$ cat config.mk
export PLATFORM = sky130hd
export DESIGN_NAME = dmem_arbiter_flat
export DESIGN_NICKNAME = d
export VERILOG_FILES = /design/src/rtl/dmem_arb_pkg.sv /design/src/rtl/dmem_arbiter_if.sv /design/src/rtl/arb_starve_counter.sv /design/src/rtl/dmem_arbiter.sv /design/src/flat_wrapper.sv
export SDC_FILE = /design/constraint.sdc
export NUM_CORES = 1
export LEC_CHECK = 0
export CAP_MARGIN = 40
export CORE_MARGIN = 5
export CORE_UTILIZATION = 31
export DETAILED_ROUTE_END_ITERATION = 8
export HOLD_SLACK_MARGIN = 0.08
export PLACE_DENSITY = 0.88
export SYNTH_ARGS = -nofsm -noshare
export SYNTH_HDL_FRONTEND = slang
export SYNTH_SLANG_ARGS = --single-unit
$ cat constraint.sdc
create_clock -name clk -period 5.4 [get_ports clk]
set_clock_uncertainty 0.05 [all_clocks]
set_input_delay 1.35 -clock clk [delete_from_list [all_inputs] [get_ports clk]]
set_output_delay 1.35 -clock clk [all_outputs]
set_load 0.1 [all_outputs]
$ cat src/rtl/dmem_arb_pkg.sv
// Shared types for the data-memory arbiter: grant encoding, memory request bundle and
// the fixed access size used by the debug/loader port.
package dmem_arb_pkg;

    localparam int unsigned PKG_DATA_W = 32;
    localparam int unsigned PKG_ADDR_W = 9;

    // Debug accesses are always full words.
    localparam logic [2:0] DBG_F3 = 3'b010;

    typedef enum logic [1:0] {
        GNT_NONE = 2'd0,
        GNT_CORE = 2'd1,
        GNT_DBG  = 2'd2
    } grant_e;

    typedef struct packed {
        logic                  rd;
        logic                  wr;
        logic [PKG_ADDR_W-1:0] addr;
        logic [PKG_DATA_W-1:0] wdata;
        logic [2:0]            f3;
    } mem_req_t;

endpackage

$ cat src/rtl/dmem_arbiter_if.sv
// Bus bundle around the data-memory arbiter: core MEM-stage port, debug/loader port and the
// datamemory port. The arbiter uses the slave view; the surrounding system uses master.
interface dmem_arbiter_if #(
    parameter int unsigned DATA_W     = 32,
    parameter int unsigned DM_ADDRESS = 9
);

    logic                  core_rd;
    logic                  core_wr;
    logic [DM_ADDRESS-1:0] core_addr;
    logic [DATA_W-1:0]     core_wdata;
    logic [2:0]            core_f3;
    logic [DATA_W-1:0]     core_rdata;
    logic                  core_stall;

    logic                  dbg_valid;
    logic                  dbg_we;
    logic [DM_ADDRESS-1:0] dbg_addr;
    logic [DATA_W-1:0]     dbg_wdata;
    logic                  dbg_ready;
    logic                  dbg_rvalid;
    logic [DATA_W-1:0]     dbg_rdata;

    logic                  mem_rd;
    logic                  mem_wr;
    logic [DM_ADDRESS-1:0] mem_addr;
    logic [DATA_W-1:0]     mem_wdata;
    logic [2:0]            mem_f3;
    logic [DATA_W-1:0]     mem_rdata;

    modport slave (
        input  core_rd, core_wr, core_addr, core_wdata, core_f3,
        output core_rdata, core_stall,
        input  dbg_valid, dbg_we, dbg_addr, dbg_wdata,
        output dbg_ready, dbg_rvalid, dbg_rdata,
        output mem_rd, mem_wr, mem_addr, mem_wdata, mem_f3,
        input  mem_rdata
    );

    modport master (
        output core_rd, core_wr, core_addr, core_wdata, core_f3,
        input  core_rdata, core_stall,
        output dbg_valid, dbg_we, dbg_addr, dbg_wdata,
        input  dbg_ready, dbg_rvalid, dbg_rdata,
        input  mem_rd, mem_wr, mem_addr, mem_wdata, mem_f3,
        output mem_rdata
    );

endinterface

$ cat src/rtl/arb_starve_counter.sv
// Saturating count of consecutive cycles a debug request has been refused.
// sat flags that the next debug request must be forced through.
module arb_starve_counter #(
    parameter int unsigned MAX_WAIT = 4,
    localparam int unsigned CntW    = $clog2(MAX_WAIT + 1)
) (
    input  logic            clk,
    input  logic            reset,
    input  logic            inc,
    input  logic            clr,
    output logic [CntW-1:0] cnt,
    output logic            sat
);

    logic [CntW-1:0] cnt_q;
    logic [CntW-1:0] cnt_d;

    assign sat = (cnt_q == CntW'(MAX_WAIT));
    assign cnt = cnt_q;

    // Clear wins over increment so a handshake always restarts the window.
    always_comb begin
        cnt_d = cnt_q;
        if (clr) begin
            cnt_d = '0;
        end else if (inc && !sat) begin
            cnt_d = cnt_q + CntW'(1);
        end
    end

    always_ff @(posedge clk) begin
        if (reset) begin
            cnt_q <= '0;
        end else begin
            cnt_q <= cnt_d;
        end
    end

endmodule

$ cat src/rtl/dmem_arbiter.sv
// Arbitrates the single data-memory port between the core MEM stage and a debug/loader port.
// Optional grant/stall statistics counters are built when DMEM_ARB_STATS_EN is defined.
import dmem_arb_pkg::*;

module dmem_arbiter #(
    parameter int unsigned DATA_W     = PKG_DATA_W,
    parameter int unsigned DM_ADDRESS = PKG_ADDR_W,
    parameter int unsigned MAX_WAIT   = 4
) (
    input  logic        clk,
    input  logic        reset,
`ifdef DMEM_ARB_STATS_EN
    output logic [31:0] stat_core_gnt,
    output logic [31:0] stat_dbg_gnt,
    output logic [31:0] stat_stall,
`endif
    dmem_arbiter_if.slave bus
);

    localparam int unsigned CntW = $clog2(MAX_WAIT + 1);

    grant_e          grant;
    logic            core_req;
    logic            dbg_ready;
    logic            core_stall;
    logic            wait_inc;
    logic            wait_clr;
    logic            wait_sat;
    logic [CntW-1:0] wait_cnt;
    mem_req_t        req;
    logic            dbg_rd_acc;
    logic            rvalid_q;
    logic [DATA_W-1:0] rdata_q;

    assign core_req = bus.core_rd | bus.core_wr;

    // Grant decision: core has priority unless dbg has been refused MAX_WAIT cycles in a row.
    always_comb begin
        grant      = GNT_NONE;
        dbg_ready  = 1'b0;
        core_stall = 1'b0;
        if (!reset) begin
            if (bus.dbg_valid && (!core_req || wait_sat)) begin
                grant      = GNT_DBG;
                dbg_ready  = 1'b1;
                core_stall = core_req;
            end else if (core_req) begin
                grant = GNT_CORE;
            end
        end
    end

    assign wait_inc = bus.dbg_valid & ~dbg_ready;
    assign wait_clr = ~bus.dbg_valid | dbg_ready;

    arb_starve_counter #(
        .MAX_WAIT (MAX_WAIT)
    ) u_starve (
        .clk   (clk),
        .reset (reset),
        .inc   (wait_inc),
        .clr   (wait_clr),
        .cnt   (wait_cnt),
        .sat   (wait_sat)
    );

    always_comb begin
        req = '0;
        unique case (grant)
            GNT_CORE: begin
                req = '{rd: bus.core_rd, wr: bus.core_wr, addr: bus.core_addr,
                        wdata: bus.core_wdata, f3: bus.core_f3};
            end
            GNT_DBG: begin
                req = '{rd: ~bus.dbg_we, wr: bus.dbg_we, addr: bus.dbg_addr,
                        wdata: bus.dbg_wdata, f3: DBG_F3};
            end
            default: begin
                req = '0;
            end
        endcase
    end

    assign bus.mem_rd     = req.rd;
    assign bus.mem_wr     = req.wr;
    assign bus.mem_addr   = req.addr;
    assign bus.mem_wdata  = req.wdata;
    assign bus.mem_f3     = req.f3;
    assign bus.core_rdata = (grant == GNT_CORE) ? bus.mem_rdata : '0;
    assign bus.core_stall = core_stall;
    assign bus.dbg_ready  = dbg_ready;

    assign dbg_rd_acc = (grant == GNT_DBG) && !bus.dbg_we;

    always_ff @(posedge clk) begin
        if (reset) begin
            rvalid_q <= 1'b0;
            rdata_q  <= '0;
        end else begin
            rvalid_q <= dbg_rd_acc;
            if (dbg_rd_acc) begin
                rdata_q <= bus.mem_rdata;
            end
        end
    end

    // Masked by reset so a response already registered when reset arrives is dropped.
    assign bus.dbg_rvalid = rvalid_q & ~reset;
    assign bus.dbg_rdata  = reset ? '0 : rdata_q;

`ifdef DMEM_ARB_STATS_EN
    logic [31:0] core_gnt_q;
    logic [31:0] dbg_gnt_q;
    logic [31:0] stall_q;

    always_ff @(posedge clk) begin
        if (reset) begin
            core_gnt_q <= '0;
            dbg_gnt_q  <= '0;
            stall_q    <= '0;
        end else begin
            if (grant == GNT_CORE) core_gnt_q <= core_gnt_q + 32'd1;
            if (grant == GNT_DBG)  dbg_gnt_q  <= dbg_gnt_q + 32'd1;
            if (core_stall)        stall_q    <= stall_q + 32'd1;
        end
    end

    assign stat_core_gnt = core_gnt_q;
    assign stat_dbg_gnt  = dbg_gnt_q;
    assign stat_stall    = stall_q;
`endif

endmodule

$ cat src/flat_wrapper.sv
// flat-port wrapper written by rule: the top's interface ports become plain ports
module dmem_arbiter_flat 
#(
    parameter int unsigned DATA_W     = PKG_DATA_W,
    parameter int unsigned DM_ADDRESS = PKG_ADDR_W,
    parameter int unsigned MAX_WAIT   = 4
)
  (clk, reset, bus_core_rd, bus_core_wr, bus_core_addr, bus_core_wdata, bus_core_f3, bus_core_rdata, bus_core_stall, bus_dbg_valid, bus_dbg_we, bus_dbg_addr, bus_dbg_wdata, bus_dbg_ready, bus_dbg_rvalid, bus_dbg_rdata, bus_mem_rd, bus_mem_wr, bus_mem_addr, bus_mem_wdata, bus_mem_f3, bus_mem_rdata);
  dmem_arbiter_if #(.DATA_W(DATA_W), .DM_ADDRESS(DM_ADDRESS)) bus_i ();
  input  logic clk;
  input  logic reset;
  input wire logic [$bits(bus_i.core_rd)-1:0] bus_core_rd;
  input wire logic [$bits(bus_i.core_wr)-1:0] bus_core_wr;
  input wire logic [$bits(bus_i.core_addr)-1:0] bus_core_addr;
  input wire logic [$bits(bus_i.core_wdata)-1:0] bus_core_wdata;
  input wire logic [$bits(bus_i.core_f3)-1:0] bus_core_f3;
  output wire logic [$bits(bus_i.core_rdata)-1:0] bus_core_rdata;
  output wire logic [$bits(bus_i.core_stall)-1:0] bus_core_stall;
  input wire logic [$bits(bus_i.dbg_valid)-1:0] bus_dbg_valid;
  input wire logic [$bits(bus_i.dbg_we)-1:0] bus_dbg_we;
  input wire logic [$bits(bus_i.dbg_addr)-1:0] bus_dbg_addr;
  input wire logic [$bits(bus_i.dbg_wdata)-1:0] bus_dbg_wdata;
  output wire logic [$bits(bus_i.dbg_ready)-1:0] bus_dbg_ready;
  output wire logic [$bits(bus_i.dbg_rvalid)-1:0] bus_dbg_rvalid;
  output wire logic [$bits(bus_i.dbg_rdata)-1:0] bus_dbg_rdata;
  output wire logic [$bits(bus_i.mem_rd)-1:0] bus_mem_rd;
  output wire logic [$bits(bus_i.mem_wr)-1:0] bus_mem_wr;
  output wire logic [$bits(bus_i.mem_addr)-1:0] bus_mem_addr;
  output wire logic [$bits(bus_i.mem_wdata)-1:0] bus_mem_wdata;
  output wire logic [$bits(bus_i.mem_f3)-1:0] bus_mem_f3;
  input wire logic [$bits(bus_i.mem_rdata)-1:0] bus_mem_rdata;
  assign bus_i.core_rd = bus_core_rd;
  assign bus_i.core_wr = bus_core_wr;
  assign bus_i.core_addr = bus_core_addr;
  assign bus_i.core_wdata = bus_core_wdata;
  assign bus_i.core_f3 = bus_core_f3;
  assign bus_core_rdata = bus_i.core_rdata;
  assign bus_core_stall = bus_i.core_stall;
  assign bus_i.dbg_valid = bus_dbg_valid;
  assign bus_i.dbg_we = bus_dbg_we;
  assign bus_i.dbg_addr = bus_dbg_addr;
  assign bus_i.dbg_wdata = bus_dbg_wdata;
  assign bus_dbg_ready = bus_i.dbg_ready;
  assign bus_dbg_rvalid = bus_i.dbg_rvalid;
  assign bus_dbg_rdata = bus_i.dbg_rdata;
  assign bus_mem_rd = bus_i.mem_rd;
  assign bus_mem_wr = bus_i.mem_wr;
  assign bus_mem_addr = bus_i.mem_addr;
  assign bus_mem_wdata = bus_i.mem_wdata;
  assign bus_mem_f3 = bus_i.mem_f3;
  assign bus_i.mem_rdata = bus_mem_rdata;
  dmem_arbiter #(.DATA_W(DATA_W), .DM_ADDRESS(DM_ADDRESS), .MAX_WAIT(MAX_WAIT)) u_core (.clk(clk), .reset(reset), .bus(bus_i));
endmodule
==> impl_metrics.env <==
export IMPL_cp_startpoint="bus_core_wr"
export IMPL_fin_setup_tns_ps=0
export IMPL_rsz0062_at_grt="no"
export IMPL_critPathBufInv=3
export IMPL_grt_pass1_vias=2757
export IMPL_finalNonFillerCells=548
export IMPL_netlist_area_um2=2160
export IMPL_clock_sinks=36
export IMPL_cts_tree="yes"
export IMPL_fillCellCount=399
export IMPL_synthAdderAreaFrac_pct=2.31
export IMPL_syn2layout_area_growth_pct=150
export IMPL_overflow=0
export IMPL_yosysSeqAreaShare_pct=33.3
export IMPL_cts_setup_buffers=0
export IMPL_diodes=0
export IMPL_die_h_um=93.5
export IMPL_gp_congestion=0.886
export IMPL_tightest_slew_ps=597
export IMPL_r2r_start="u_core.u_starve.cnt[0]$_SDFFE_PP0P_"
export IMPL_cts_made_buffers=5
export IMPL_clk_latency_ps=280
export IMPL_rows=30
export IMPL_finalWirelength_um=11000
export IMPL_synth_seq_cells=36
export IMPL_synth_simple_area_share_pct=24.4
export IMPL_crit_fanout=43
export IMPL_cts_clk_slew_worst_paths_ps=70
export IMPL_postLayoutCellArea_um2=5410
export IMPL_die_area_um2=8750
export IMPL_io_pins=236
export IMPL_cp_start_kind="input pin"
export IMPL_p_total_mw=0.978
export IMPL_cpMaxStageDelayCell="clkdlybuf4s50_1"
export IMPL_path_class="input pin to primary output"
export IMPL_start_util_pct=31.8
export IMPL_max_stage_delay_ps=430
export IMPL_period_minus_slack_ps=4990
export IMPL_cp_cell_sequence="clkdlybuf4s50_1 -> nor2_1 -> o21bai_1 -> ha_1 -> nor2b_2 -> buf_12 -> a22o_1 -> buf_12"
export IMPL_dr_pass1_iters=4
export IMPL_syn_inst=228
export IMPL_p_sw_share_pct=41.2
export IMPL_powerDensity_nw_per_um2=181
export IMPL_holdCritPathClass="flip-flop to flip-flop"
export IMPL_grt_usage_pct=23.3
export IMPL_p_leak_nw=2.22
export IMPL_clkPwrFrac_pct=19.3
export IMPL_cts_resized=0
export IMPL_htree_levels=2
export IMPL_synth_compound_area_share_pct=32.4
export IMPL_slew_headroom_pct=60.2
export IMPL_grt_pass1_wl_um=15800
export IMPL_vias=2705
export IMPL_place_inst=540
export IMPL_synth_xor_area_share_pct=0
export IMPL_synth_area_leaders="dfxtp_1 (33%), a22o_1 (17%), o22a_1 (13%)"
export IMPL_placed_cell_area_um2=5320
export IMPL_drv_slew=0
export IMPL_path_delay_family="buffers and inverters"
export IMPL_ys_warn_count=0
export IMPL_p_sw_mw=0.403
export IMPL_finalSetupViolations=0
export IMPL_intPower_mw=0.575
export IMPL_crit_required_ps=4000
export IMPL_vias_per_cell=4.94
export IMPL_wire_per_inst_um=20.1
export IMPL_comb_power_share_pct=53.1
export IMPL_io_buffers=235
export IMPL_hp_start="u_core.u_starve.cnt[0]$_SDFFE_PP0P_"
export IMPL_yosys_area_top_type="dfxtp_1"
export IMPL_ir_drop_v=0.000190
export IMPL_die_w_um=93.5
export IMPL_synth_fp_nets=355
export IMPL_synth_cell_types=27
export IMPL_drt_iter0_drc=98
export IMPL_grt_max_degree=46
export IMPL_synthMuxAreaShare_pct=0
export IMPL_core_area_um2=6790
export IMPL_ant_nets=0
export IMPL_fmax_ghz=0.201
export IMPL_hold_viol=0
export IMPL_dp_hpwl_um=8930
export IMPL_synth_area_per_cell_um2=9.49
export IMPL_maxCapViolations=0
export IMPL_synth_top_family_by_area="compound AO/OA/AOI/OAI gates"
export IMPL_cp_end_kind="primary output"
export IMPL_crit_arrival_ps=3590
export IMPL_nNetsFinal=578
export IMPL_cts_root_buf="clkbuf_8"
export IMPL_max_clock_path_buffers=2
export IMPL_postCtsHoldBufs=0
export IMPL_finalCritPeriodShare_pct=92.4
export IMPL_outcome="finished clean"
export IMPL_cp_common_cell="buf_12"
export IMPL_drive_gt1_share_pct=29.4
export IMPL_antenna_found_initial=0
export IMPL_yosysTopAreaCellShare_pct=33.3
export IMPL_drc=0
export IMPL_pwr_share_seq_pct=27.7
## area by class of cell
class / count / area (µm²) / area share (%)
flip-flops and latches: 36 / 721 / 13.3
clock buffers: 7 / 76.3 / 1.41
multi-input cells: 165 / 1300 / 24.0
clock inverters: 1 / 8.76 / 0.162
well taps: 96 / 120 / 2.22
inverters: 2 / 7.51 / 0.139
repair buffers: 241 / 3180 / 58.8
## power by group through the flow
stage	Combinational, mW	Sequential (mW)	Clock, mW
after floorplan	0.276	0.277	0
after global placement	0.515	0.277	0
after detailed placement	0.520	0.277	0
after CTS	0.521	0.271	0.192
after global routing	0.531	0.271	0.205
final	0.519	0.271	0.188
## cells in the mapped netlist
master    number
or3b_1         1
nand2b_1       3
buf_4          4
buf_2         13
o22a_1        32
o21ba_1        1
and2b_1        2
buf_6          4
a22o_1        42
nor3b_4        1
a21oi_1        1
dfxtp_1       36
clkbuf_1       4
inv_1          2
a211o_1        1
ha_1           4
nor4_1         1
a211oi_1       2
nand2_1        1
o21bai_1       1
nor2_1         1
and2_1        35
nor2b_1       30
and2b_4        3
nor3b_1        1
nor4b_1        1
a21o_1         1
## flip-flops by register name, summed over array words and instances (netlist names)
name	cells
u_core.rvalid_q	1
u_core.u_starve.cnt	3
u_core.rdata_q	32
## layout by cell type (no fill, tap or decap), drive strengths merged, types with 2 or more instances in the layout
cell type        n
clkdlybuf4s50  122
buf            119
a22o            42
dfxtp           36
and2            35
o22a            32
nor2b           30
clkbuf           7
and2b            5
ha               4
nand2b           3
inv              2
a211oi           2
nor3b            2
## worst paths after layout
kind,endpoint,slack (ps),cells past startpoint
hold / removal,u_core.u_starve.cnt[0]$_SDFFE_PP0P_,420,1
setup / recovery,bus_mem_addr[3],410,8
hold reg to reg,u_core.u_starve.cnt[0]$_SDFFE_PP0P_,420,1
setup reg to reg,u_core.rdata_q[13]$_SDFFE_PP0P_,2990,8
## logic make-up after synthesis
kind of cell	Yosys count
AO/OA/AOI/OAI	81
adder cells (fa/ha/maj)	4
buffers and inverters	27
flip-flops	36
AND/OR/NAND/NOR	80
## per-layer routing
metal,global-route usage [%],routed length (µm),up-vias
li1,-,-,1277
met1,24.2,3940,1259
met2,44.5,5810,153
met3,7.00,979,16
met4,6.74,279,0
met5,0,0,-
## metrics by stage
step | worst slack, ps | hold slack, ps | utilization, %
floorplan | 118 | 382 | -
global placement | 520 | 394 | 78.3
detailed placement | 437 | 401 | 78.3
CTS | 413 | 414 | 79.6
global route | 250 | 431 | 79.6
finish | 412 | 418 | 79.6
(Power assumes the default switching activity.)
